### src/rtl/cdb_writeback_arbiter.sv
// cdb_writeback_arbiter: per-unit result FIFOs round-robin arbitrated onto a registered CDB
module cdb_writeback_arbiter #(
  parameter int N_REQ     = 3,
  parameter int DATA_W    = 32,
  parameter int TAG_W     = 5,
  parameter int PREG_W    = 7,
  parameter int BUF_DEPTH = 2,
  localparam int SRC_W    = $clog2(N_REQ)
) (
  input  logic                     clk,
  input  logic                     rst,
  input  logic                     flush_i,
  input  logic [N_REQ-1:0]         req_valid_i,
  output logic [N_REQ-1:0]         req_ready_o,
  input  logic [N_REQ*TAG_W-1:0]   req_tag_i,
  input  logic [N_REQ*PREG_W-1:0]  req_preg_i,
  input  logic [N_REQ*DATA_W-1:0]  req_data_i,
  output logic                     cdb_valid_o,
  output logic [TAG_W-1:0]         cdb_tag_o,
  output logic [PREG_W-1:0]        cdb_preg_o,
  output logic [DATA_W-1:0]        cdb_data_o,
  output logic [SRC_W-1:0]         cdb_src_o
);
  localparam int ENT_W = TAG_W + PREG_W + DATA_W;
  localparam int PTR_W = $clog2(BUF_DEPTH);
  localparam int CNT_W = PTR_W + 1;
  logic [ENT_W-1:0] mem_q [N_REQ][BUF_DEPTH];
  logic [PTR_W-1:0] rd_q [N_REQ];
  logic [PTR_W-1:0] wr_q [N_REQ];
  logic [CNT_W-1:0] cnt_q [N_REQ];
  logic [SRC_W-1:0] rr_q;
  logic [ENT_W-1:0] ent [N_REQ];
  logic [N_REQ-1:0] ne, push, pop;
  logic [SRC_W-1:0] gnt;
  logic             gnt_v;
  logic [ENT_W-1:0] head;
  always_comb begin
    for (int i = 0; i < N_REQ; i++) begin
      ent[i] = {req_tag_i[i*TAG_W +: TAG_W], req_preg_i[i*PREG_W +: PREG_W], req_data_i[i*DATA_W +: DATA_W]};
      ne[i] = cnt_q[i] != '0;
      req_ready_o[i] = rst && (cnt_q[i] != CNT_W'(BUF_DEPTH));
    end
  end
  // Scan downward so the last hit is the closest requester at or after rr_q.
  always_comb begin
    gnt = '0;
    for (int k = N_REQ - 1; k >= 0; k--)
      if (ne[(int'(rr_q) + k) % N_REQ]) gnt = SRC_W'((int'(rr_q) + k) % N_REQ);
    gnt_v = |ne;
    head = mem_q[gnt][rd_q[gnt]];
    for (int i = 0; i < N_REQ; i++) begin
      push[i] = req_valid_i[i] && req_ready_o[i] && !flush_i;
      pop[i] = gnt_v && !flush_i && (gnt == SRC_W'(i));
    end
  end
  always_ff @(posedge clk) begin
    if (!rst) begin
      rr_q        <= '0;
      cdb_valid_o <= 1'b0;
      cdb_tag_o   <= '0;
      cdb_preg_o  <= '0;
      cdb_data_o  <= '0;
      cdb_src_o   <= '0;
      for (int i = 0; i < N_REQ; i++) begin
        rd_q[i]  <= '0;
        wr_q[i]  <= '0;
        cnt_q[i] <= '0;
      end
    end else begin
      cdb_valid_o <= gnt_v && !flush_i;
      {cdb_tag_o, cdb_preg_o, cdb_data_o} <= (gnt_v && !flush_i) ? head : '0;
      cdb_src_o   <= (gnt_v && !flush_i) ? gnt : '0;
      if (gnt_v && !flush_i) rr_q <= (gnt == SRC_W'(N_REQ - 1)) ? '0 : gnt + 1'b1;
      for (int i = 0; i < N_REQ; i++) begin
        if (flush_i) begin
          rd_q[i]  <= '0;
          wr_q[i]  <= '0;
          cnt_q[i] <= '0;
        end else begin
          if (push[i]) mem_q[i][wr_q[i]] <= ent[i];
          if (push[i]) wr_q[i] <= wr_q[i] + 1'b1;
          if (pop[i]) rd_q[i] <= rd_q[i] + 1'b1;
          cnt_q[i] <= cnt_q[i] + CNT_W'(push[i]) - CNT_W'(pop[i]);
        end
      end
    end
  end
endmodule

### config.mk
export PLATFORM = sky130hd
export DESIGN_NAME = cdb_writeback_arbiter
export DESIGN_NICKNAME = d
export VERILOG_FILES = /design/src/rtl/cdb_writeback_arbiter.sv
export SDC_FILE = /design/constraint.sdc
export NUM_CORES = 1
export LEC_CHECK = 0
export BUFFER_PORTS_ARGS = -buffer_cell sky130_fd_sc_hd__buf_2
export CORE_MARGIN = 3
export CORE_UTILIZATION = 30
export CTS_CLUSTER_DIAMETER = 50
export DETAILED_ROUTE_END_ITERATION = 6
export GPL_TIMING_DRIVEN = 0
export PLACE_DENSITY = 0.5
export SETUP_SLACK_MARGIN = 0.1
export SLEW_MARGIN = 20
export SYNTH_ARGS = -nofsm -noshare
export SYNTH_HDL_FRONTEND = slang
export SYNTH_SLANG_ARGS = --single-unit
### constraint.sdc
create_clock -name clk -period 8.1 [get_ports clk]
set_input_delay 0.81 -clock clk [delete_from_list [all_inputs] [get_ports clk]]
set_output_delay 0.81 -clock clk [all_outputs]
set_load 0.005 [all_outputs]
==> impl_metrics.ini <==
[run_status]
status = finished clean

[synthesis]
synth_seq_area_share_pct = 71.6
syn_inst = 910
avgSynthCellArea_um2 = 14.2
synth_top_area_cell = edfxtp_1
ys_types = 40
synth.most_common_cell = edfxtp_1
synth_common_cells = 276 x edfxtp_1, 98 x nor2_1, 89 x a211oi_1, 89 x nor4_1, 89 x o21ai_0
synth_edf_count = 276
synthArstFlopShare_pct = 0
synth_ff_type = edfxtp_1
ys_seq_elements = 325
synth_area_um2 = 12900
netlist.area_leader.share_pct = 64.0
synth_area_leaders = edfxtp_1 64%, dfxtp_1 7.6%, a211oi_1 5.2%
yosysWarnings = 0

[timing]
slew-limit-headroom_pct = 47.6
rsz0062_at_grt = false
tns_ns = 0
finalHoldViolations = 0
worst_slew_pin_slew_ns = 0.782
max_freq_mhz = 257
clock_skew_ns = 0.0210
finalCriticalPeriod_ns = 3.89
setup_violations = 0
fin_crit_sh_pct = 48.0
slew_violations = 0

[worst_setup_path]
rrSetupSlack_ns = 4.21
startpoint_type = flop
crit_fanout = 10
worstSetupEndpointType = flop
crit_type = reg2reg
cp_data_arrival_time_ns = 4.16
slowest_stage = clkbuf_1
cp.depth = 16
path_cells = inv_1 > ha_1 > buf_6 > nor4b_4 > o221a_4 > nor2_2 > buf_2 > clkbuf_1 > nand3_1 > inv_1 > ha_1 > inv_1 > ha_1 > xor2_1 > xnor2_1 > nor2_1
slowest_delay_ns = 0.45
cp_num_buf_inv = 6
required_ns = 8.37
critPathTopFamily = buffers and inverters
reg2reg_depth = 16

[layout]
fillCellCount = 4112
ff_latch_area_um2 = 9270
multiInputGateArea_um2 = 3240
syn_to_final_growth_pct = 25.0
antenna_cells = 0
fin_nets = 1312
drive_gt1_share_pct = 30.9

[global_route]
grt_pass1_wl_mm = 57.9
use_met2_pct = 28.8
gr-max-usage-layer = met2
grtUsageTotal_pct = 17.4
grt-ovfl-total = 0
antenna_found_initial = 3
use_met1_pct = 23.4
grt_max_degree = 45
grt_util_met3_pct = 3.67
grt_pass1_vias = 8962

[pwr]
pwr-share-seq_pct = 43.3
sw_frac_of_total_pct = 26.6
power_density_nw_per_um2 = 273
leakage_nw = 5.75
pwr-share-comb_pct = 16.2
internal_power_w = 0.00325
total_power_w = 0.00442
switchingPower_w = 0.00117
peakVddDrop_mv = 0.135
clkPwrFrac_pct = 40.5

[run]
drv_cap = 0

[die]
ios = 188
die_x_um = 214
core_area_um2 = 42300
fp.dieArea_um2 = 45700
start_util_pct = 30.6
die-height_um = 214
num_rows = 75

[drt]
drc = 0
wl_per_cell_um = 22.5
vias = 8577
via_per_inst = 4.84
drtIter0Drc = 696
ant_nets = 0
wirelength_mm = 39.8
first_pass_iters = 5

[clocking]
cts-root-buf = clkbuf_16
clk_latency_ns = 0.54
clk_pin_slew_ns = 0.06
clock_sinks = 325
cts-htree-levels = 2
post_cts_buffers = 0
clock_path_buffers = 3
cts_buffers = 40
ctsResizeCount = 0
cts_tree = yes
hold_buffers = 0

[placement]
io_buffers = 187
place_hpwl_mm = 27.7
gp_congestion = 0.753

[worst_hold_path]
hold_path_class = in2reg
hold_depth = 1
[flip-flops by register name (all words and copies together) (netlist names)]
| register | flops |
|---|---|
| cdb_src_o | 2 |
| wr_q | 3 |
| cdb_data_o | 32 |
| cdb_tag_o | 5 |
| cdb_valid_o | 1 |
| cnt_q | 6 |
| mem_q | 264 |
| rd_q | 3 |
| rr_q | 2 |
| cdb_preg_o | 7 |
[final cells by class]
class | instances | area share [%]
inverters | 11 | 0.255
clock buffers | 49 | 6.71
repair buffers | 208 | 7.08
plain buffers | 76 | 2.67
well taps | 577 | 4.46
clock inverters | 22 | 1.48
flip-flops and latches | 325 | 57.3
multi-input cells | 503 | 20.0
[stage by stage]
stage | hold slack (ns) | instance area, µm² | instances | utilization (%) | setup slack (ns)
finish | 0.456 | 16200 | 1771 | 38.2 | 4.21
global route | 0.433 | 16200 | 1771 | 38.2 | 4.05
CTS | 0.416 | 16200 | 1771 | 38.2 | 4.19
global placement | 0.572 | 14600 | 1679 | 34.5 | -0.375
detailed placement | 0.619 | 14900 | 1700 | 35.1 | 4.22
floorplan | 0.557 | 13000 | 915 | - | 3.35
[cell families (layout without fill, tap and decap cells)]
logic type,Yosys count,in the layout,share of synthesized area [%]
flops,325,325,71.6
mux,44,44,3.83
compound gates,193,193,9.72
simple gates,245,245,9.88
fa+ha+maj,9,9,0.870
xor+xnor,6,6,0.406
buf+inv,87,366,3.65
other cells,1,6,0.0290
[final timing paths]
| check | from | to |
|---|---|---|
| setup reg to reg | rr_q[0] | cnt_q[1][1] |
| setup / recovery | rr_q[0] | cnt_q[1][1] |
| hold / removal | req_data_i[52] | mem_q[1][20] |
| hold reg to reg | wr_q[1] | wr_q[1] |
[power groups by stage]
stage               clock, W  combinational (W)  sequential, W
finish               0.00179           0.000714        0.00191
global route         0.00190           0.000778        0.00192
CTS                  0.00183           0.000728        0.00192
detailed placement         0           0.000724        0.00195
global placement           0           0.000715        0.00195
floorplan                  0           0.000407        0.00195
[placed cells by master, fill, tap and decap left out, types with 3 or more instances in the layout]
master | synthesis | final
nor2_1 | 98 | 98
clkbuf_8 | 0 | 3
inv_6 | 0 | 3
nor2_2 | 3 | 3
a31oi_1 | 3 | 3
o21ai_0 | 89 | 89
ha_1 | 9 | 9
buf_6 | 15 | 17
bufinv_16 | 0 | 4
inv_1 | 11 | 11
buf_4 | 2 | 18
clkinv_1 | 0 | 4
dfxtp_1 | 49 | 49
mux2_2 | 44 | 44
and2_4 | 0 | 3
nor4_1 | 89 | 89
clkbuf_1 | 38 | 43
inv_8 | 0 | 3
nor3_2 | 0 | 3
xnor2_1 | 3 | 3
edfxtp_1 | 276 | 276
and2_1 | 10 | 7
nand2_1 | 14 | 14
clkinv_2 | 0 | 6
a211oi_1 | 89 | 89
nand2b_1 | 8 | 8
xor2_1 | 3 | 3
buf_2 | 21 | 208
nor3_1 | 10 | 7
conb_1 | 1 | 6
clkbuf_16 | 0 | 41
[per-layer routing]
metal / vias up / wire [µm]
met5: - / 49
met4: 6 / 677
met3: 58 / 2330
met2: 260 / 19300
met1: 4219 / 17500
li1: 4034 / -
No activity file was read; power rests on OpenSTA's default activity.
